--- src/rtl/toggle_point_gen.sv ---
// rtl/toggle_point_gen.sv - per-bit toggle coverage tracker with one-shot/every-transition reporting
module toggle_point_gen #(
    parameter int WIDTH      = 6,
    parameter int FIRST_ONLY = 1
) (
    input  logic             clock,
    input  logic             reset,
    input  logic             enable,
    input  logic             clear,
    input  logic [WIDTH-1:0] probe,
    output logic [WIDTH-1:0] valid,
    output logic [WIDTH-1:0] covered,
    output logic [15:0]      hit_count,
    output logic             all_covered
);

    localparam logic [1:0] IDLE  = 2'd0;
    localparam logic [1:0] ARMED = 2'd1;
    localparam logic [1:0] DONE  = 2'd2;

    localparam int PW = $clog2(WIDTH + 1);

    logic [1:0]       state;
    logic [WIDTH-1:0] prev;
    logic [WIDTH-1:0] rise_seen;
    logic [WIDTH-1:0] fall_seen;

    logic [WIDTH-1:0] rise;
    logic [WIDTH-1:0] fall;
    logic [WIDTH-1:0] rise_nxt;
    logic [WIDTH-1:0] fall_nxt;
    logic [WIDTH-1:0] cov_nxt;
    logic [WIDTH-1:0] valid_nxt;
    logic [PW-1:0]    pop;
    logic [16:0]      sum;
    logic [15:0]      hit_nxt;

    // Edge detection against the last enabled sample and the candidate next coverage/report values
    always_comb begin
        rise     = ~prev & probe;
        fall     = prev & ~probe;
        rise_nxt = rise_seen | rise;
        fall_nxt = fall_seen | fall;
        cov_nxt  = covered | (rise_nxt & fall_nxt);
        if (FIRST_ONLY != 0) begin
            valid_nxt = rise_nxt & fall_nxt & ~covered;
        end else begin
            valid_nxt = rise | fall;
        end
        pop = '0;
        for (int i = 0; i < WIDTH; i++) begin
            pop = pop + PW'(valid_nxt[i]);
        end
        // Pop count is far below 2^16, so a carry out means the counter crossed 65535
        sum     = {1'b0, hit_count} + 17'(pop);
        hit_nxt = sum[16] ? 16'hFFFF : sum[15:0];
    end

    // Sampling state machine; clear outranks enable, and valid is a single-cycle pulse by default
    always_ff @(posedge clock or negedge reset) begin
        if (!reset) begin
            state       <= IDLE;
            prev        <= '0;
            rise_seen   <= '0;
            fall_seen   <= '0;
            covered     <= '0;
            valid       <= '0;
            hit_count   <= '0;
            all_covered <= 1'b0;
        end else begin
            valid       <= '0;
            all_covered <= &covered;
            if (clear) begin
                state       <= IDLE;
                rise_seen   <= '0;
                fall_seen   <= '0;
                covered     <= '0;
                hit_count   <= '0;
                all_covered <= 1'b0;
            end else if (enable) begin
                case (state)
                    IDLE: begin
                        prev  <= probe;
                        state <= ARMED;
                    end
                    ARMED: begin
                        prev      <= probe;
                        rise_seen <= rise_nxt;
                        fall_seen <= fall_nxt;
                        covered   <= cov_nxt;
                        valid     <= valid_nxt;
                        hit_count <= hit_nxt;
                        if ((FIRST_ONLY != 0) && (&cov_nxt)) begin
                            state <= DONE;
                        end
                    end
                    default: begin
                        state <= state;
                    end
                endcase
            end
        end
    end

endmodule

--- config.mk ---
export PLATFORM = sky130hd
export DESIGN_NAME = toggle_point_gen
export DESIGN_NICKNAME = d
export VERILOG_FILES = /design/src/rtl/toggle_point_gen.sv
export SDC_FILE = /design/constraint.sdc
export NUM_CORES = 1
export LEC_CHECK = 0
export CAP_MARGIN = 10
export CORE_MARGIN = 8
export CORE_UTILIZATION = 24
export CTS_BUF_LIST = sky130_fd_sc_hd__clkbuf_2
export DETAILED_ROUTE_END_ITERATION = 12
export PLACE_DENSITY = 0.52
export SLEW_MARGIN = 20
export SYNTH_ARGS = -nofsm -noshare
export SYNTH_HDL_FRONTEND = slang
export SYNTH_SLANG_ARGS = --single-unit
--- constraint.sdc ---
create_clock -name clock -period 7.1 [get_ports clock]
set_input_delay 1.42 -clock clock [delete_from_list [all_inputs] [get_ports clock]]
set_output_delay 1.42 -clock clock [all_outputs]
set_load 0.02 [all_outputs]
==> reports/qor.yml <==
worst_slew_pin_slew_ns: 1.029
cp-startpoint: "probe[0]"
slew_headroom_pct: 31.37
io-pin-count: 39
cts_root_buf: "clkbuf_2"
drc: 0
synth_top_area_share_pct: 48.73
crit_chain: "clkdlybuf4s50_1 > nor2b_1 > o21ai_0 > and2_1 > or2_2 > fa_1 > fa_1 > inv_1 > fa_1 > fa_1 > a21o_1 > nor4b_4 > and3_1 > a31o_1 > a22o_1"
slowest_delay_ns: 0.54
drive_gt1_share_pct: 6.143
fmax_ghz: 0.1878
placed_cell_area_um2: 3029
grt_pass1_vias: 2150
hold_viol: 0
rsz0062_at_grt: "no"
cts_setup_buffers: 0
critPathLaunchType: "input port"
dp_hpwl_um: 4618
dp_cells: 422
sw_frac_of_total_pct: 27.81
worst_path_most_repeated_cell: "fa_1"
synth-edff-count: 0
port_buffers: 38
use_met3_pct: 2.665
reg2reg_from: "prev[0]"
clockBufferDepth: 2
path_class: "in -> reg"
ys_types: 49
cts_resized: 0
total_power_uw: 452.5
drt_iter0_drc: 95
synth_async_sr_flop_share_pct: 100.0
core_um2: 10230
p_leak_nw: 1.336
vias_per_cell: 4.826
synth-main-ff-cell: "dfrtp_1"
instances_no_fill: 430
seqPwrFrac_pct: 64.5
yosys-top-cells-area: "dfrtp_1, a22o_1, o21ai_0"
report.final.slew_viol_count: 0
cp-end-kind: "flip-flop"
grt_remaining_overflow: 0
outcome: "finished, final reports clean"
setup_viol: 0
fillCellCount: 1073
endpoint: "hit_count[7]"
cts_tree: "yes"
yosysTopAreaCell: "dfrtp_1"
cts_hold_buffers: 0
tns_ns: 0
chipHeight_um: 118.4
critPathArrivalTime_ns: 5.65
pwr-share-clk_pct: 25.4
syn_nets: 273
p_int_uw: 326.7
wl_um: 6450
slowest_stage: "fa_1"
avgSynthCellArea_um2: 9.829
place_congestion: 0.7634
grt-busiest-layer: "met2"
antenna_found_initial: 1
crit_path_max_fanout: 7
finalCriticalPeriod_ns: 5.324
die_w_um: 118.4
grt_use_total_pct: 9.624
synth_area_um2: 2516
fin_skew_ns: 0.02736
comb_power_share_pct: 10.1
ff2ff_path_depth: 14
area_growth_pct: 22.13
drt-pass1-iter-count: 4
max_cap_violations: 0
clk_pin_slew_ns: 0.26
die-area_um2: 14020
grt_pass1_wl_um: 11140
yosys_warnings: 0
fin_crit_sh_pct: 74.99
power.density_nw_per_um2: 147.3
cts_sinks: 49
hold_path_class: "reg -> reg"
worstReg2RegEnd: "hit_count[7]"
wire_per_inst_um: 15.00
grt_max_degree: 50
start_util_pct: 24.59
p_sw_uw: 125.8
postSynthCellCount: 256
met1_usage_pct: 12.24
setup_ws_ns: 1.776
pre_cts_slack_ns: 1.323
final_antenna_net_count: 0
crit_required_ns: 7.43
h-tree-depth: 2
cts_made_buffers: 5
rows: 37
final_cell_area_um2: 3073
insertion_delay_ns: 0.43
ys_seq_area_share_pct: 48.73
finalNetCount: 310
max-vdd-ir-drop_mv: 0.06593
ys_ff_latch: 49
vias: 2075
grt_util_met2_pct: 15.42
reg2reg_slack_ns: 2.83
-- worst min path at each step --
stage,start,to,cells after the start
floorplan,rise_seen[0],rise_seen[0],1
global placement,rise_seen[3],rise_seen[3],1
detailed placement,rise_seen[4],rise_seen[4],1
CTS,rise_seen[4],rise_seen[4],1
global route,rise_seen[4],rise_seen[4],1
finish,rise_seen[4],rise_seen[4],1
-- per-stage QoR --
step                hold WS, ns  util (%)
floorplan                0.4595         -
detailed placement       0.4756     29.61
finish                   0.5263     30.04
global placement         0.4757     29.61
CTS                      0.5339     30.01
global route             0.5622     30.04
-- area by class of cell --
class                   count  area (um^2)  share of cell area [%]
well taps                 136        170.2                   5.537
diodes                      1        2.502                 0.08143
clock inverters             2        16.27                  0.5293
repair buffers             39        382.9                   12.46
clock buffers               5        25.02                  0.8143
multi-input cells         177         1171                   38.11
flip-flops and latches     49         1226                   39.90
inverters                  21        78.83                   2.565
-- power by group through the flow --
stage / clock network (mW) / logic [mW] / registers, mW
after detailed placement: 0 / 0.0465 / 0.297
after global placement: 0 / 0.0456 / 0.297
after CTS: 0.122 / 0.0466 / 0.292
after floorplan: 0 / 0.0252 / 0.296
after global routing: 0.132 / 0.0525 / 0.294
final: 0.115 / 0.0457 / 0.292
-- Yosys cell counts, types with 2 or more instances --
cell type / n
or2_2: 3
nor2_1: 19
clkbuf_1: 5
o22ai_1: 4
nand3_1: 7
a311oi_1: 2
a22o_1: 11
o21ai_1: 7
a31oi_1: 5
fa_1: 4
inv_1: 20
nand2_1: 23
o21ai_0: 19
nor2b_1: 8
nand4_1: 2
dfrtp_1: 49
ha_1: 3
and3_1: 2
and2_1: 8
a21o_1: 3
a32o_1: 6
buf_2: 2
a32oi_1: 2
nor3_1: 8
nand3b_1: 2
a21oi_1: 7
a221oi_1: 2
a41oi_1: 2
-- sequential cells by signal (all words and copies together) (netlist names) --
name         count
state            2
fall_seen        6
covered          6
all_covered      1
hit_count       16
valid            6
rise_seen        6
prev             6
-- kinds of logic (layout without fill, tap and decap cells) --
family                     Yosys count  after routing  synth area share [%]
and+or+nand+nor                     92             92                 20.39
DFF                                 49             49                 48.73
AOI/OAI and AO/OA                   77             77                 21.13
other                                0              1                     0
adders and majority gates            7              7                 4.675
buffers and inverters               30             67                 4.724
xor gates and xnor gates             1              1                0.3481
-- placed cells by master (no fill, tap or decap), types with 8 or more instances in the layout --
cell              n
and2_1            8
nor2_1           19
dfrtp_1          49
clkdlybuf4s50_1  37
a22o_1           11
nor2b_1           8
o21ai_0          19
inv_1            20
nor3_1            8
nand2_1          23
-- worst max-delay path: cells and delay by family --
family | cells | cell delay, ns
buf+inv | 2 | 0.52
fa+ha+maj | 4 | 1.89
simple gates | 5 | 1.08
compound gates | 4 | 0.72
-- routing by layer --
metal	up-vias	wire length, um
met3	9	356
met4	0	116
met1	1018	3060
met5	-	0
li1	994	-
met2	54	2916
Power figures use the tool's default switching activity.
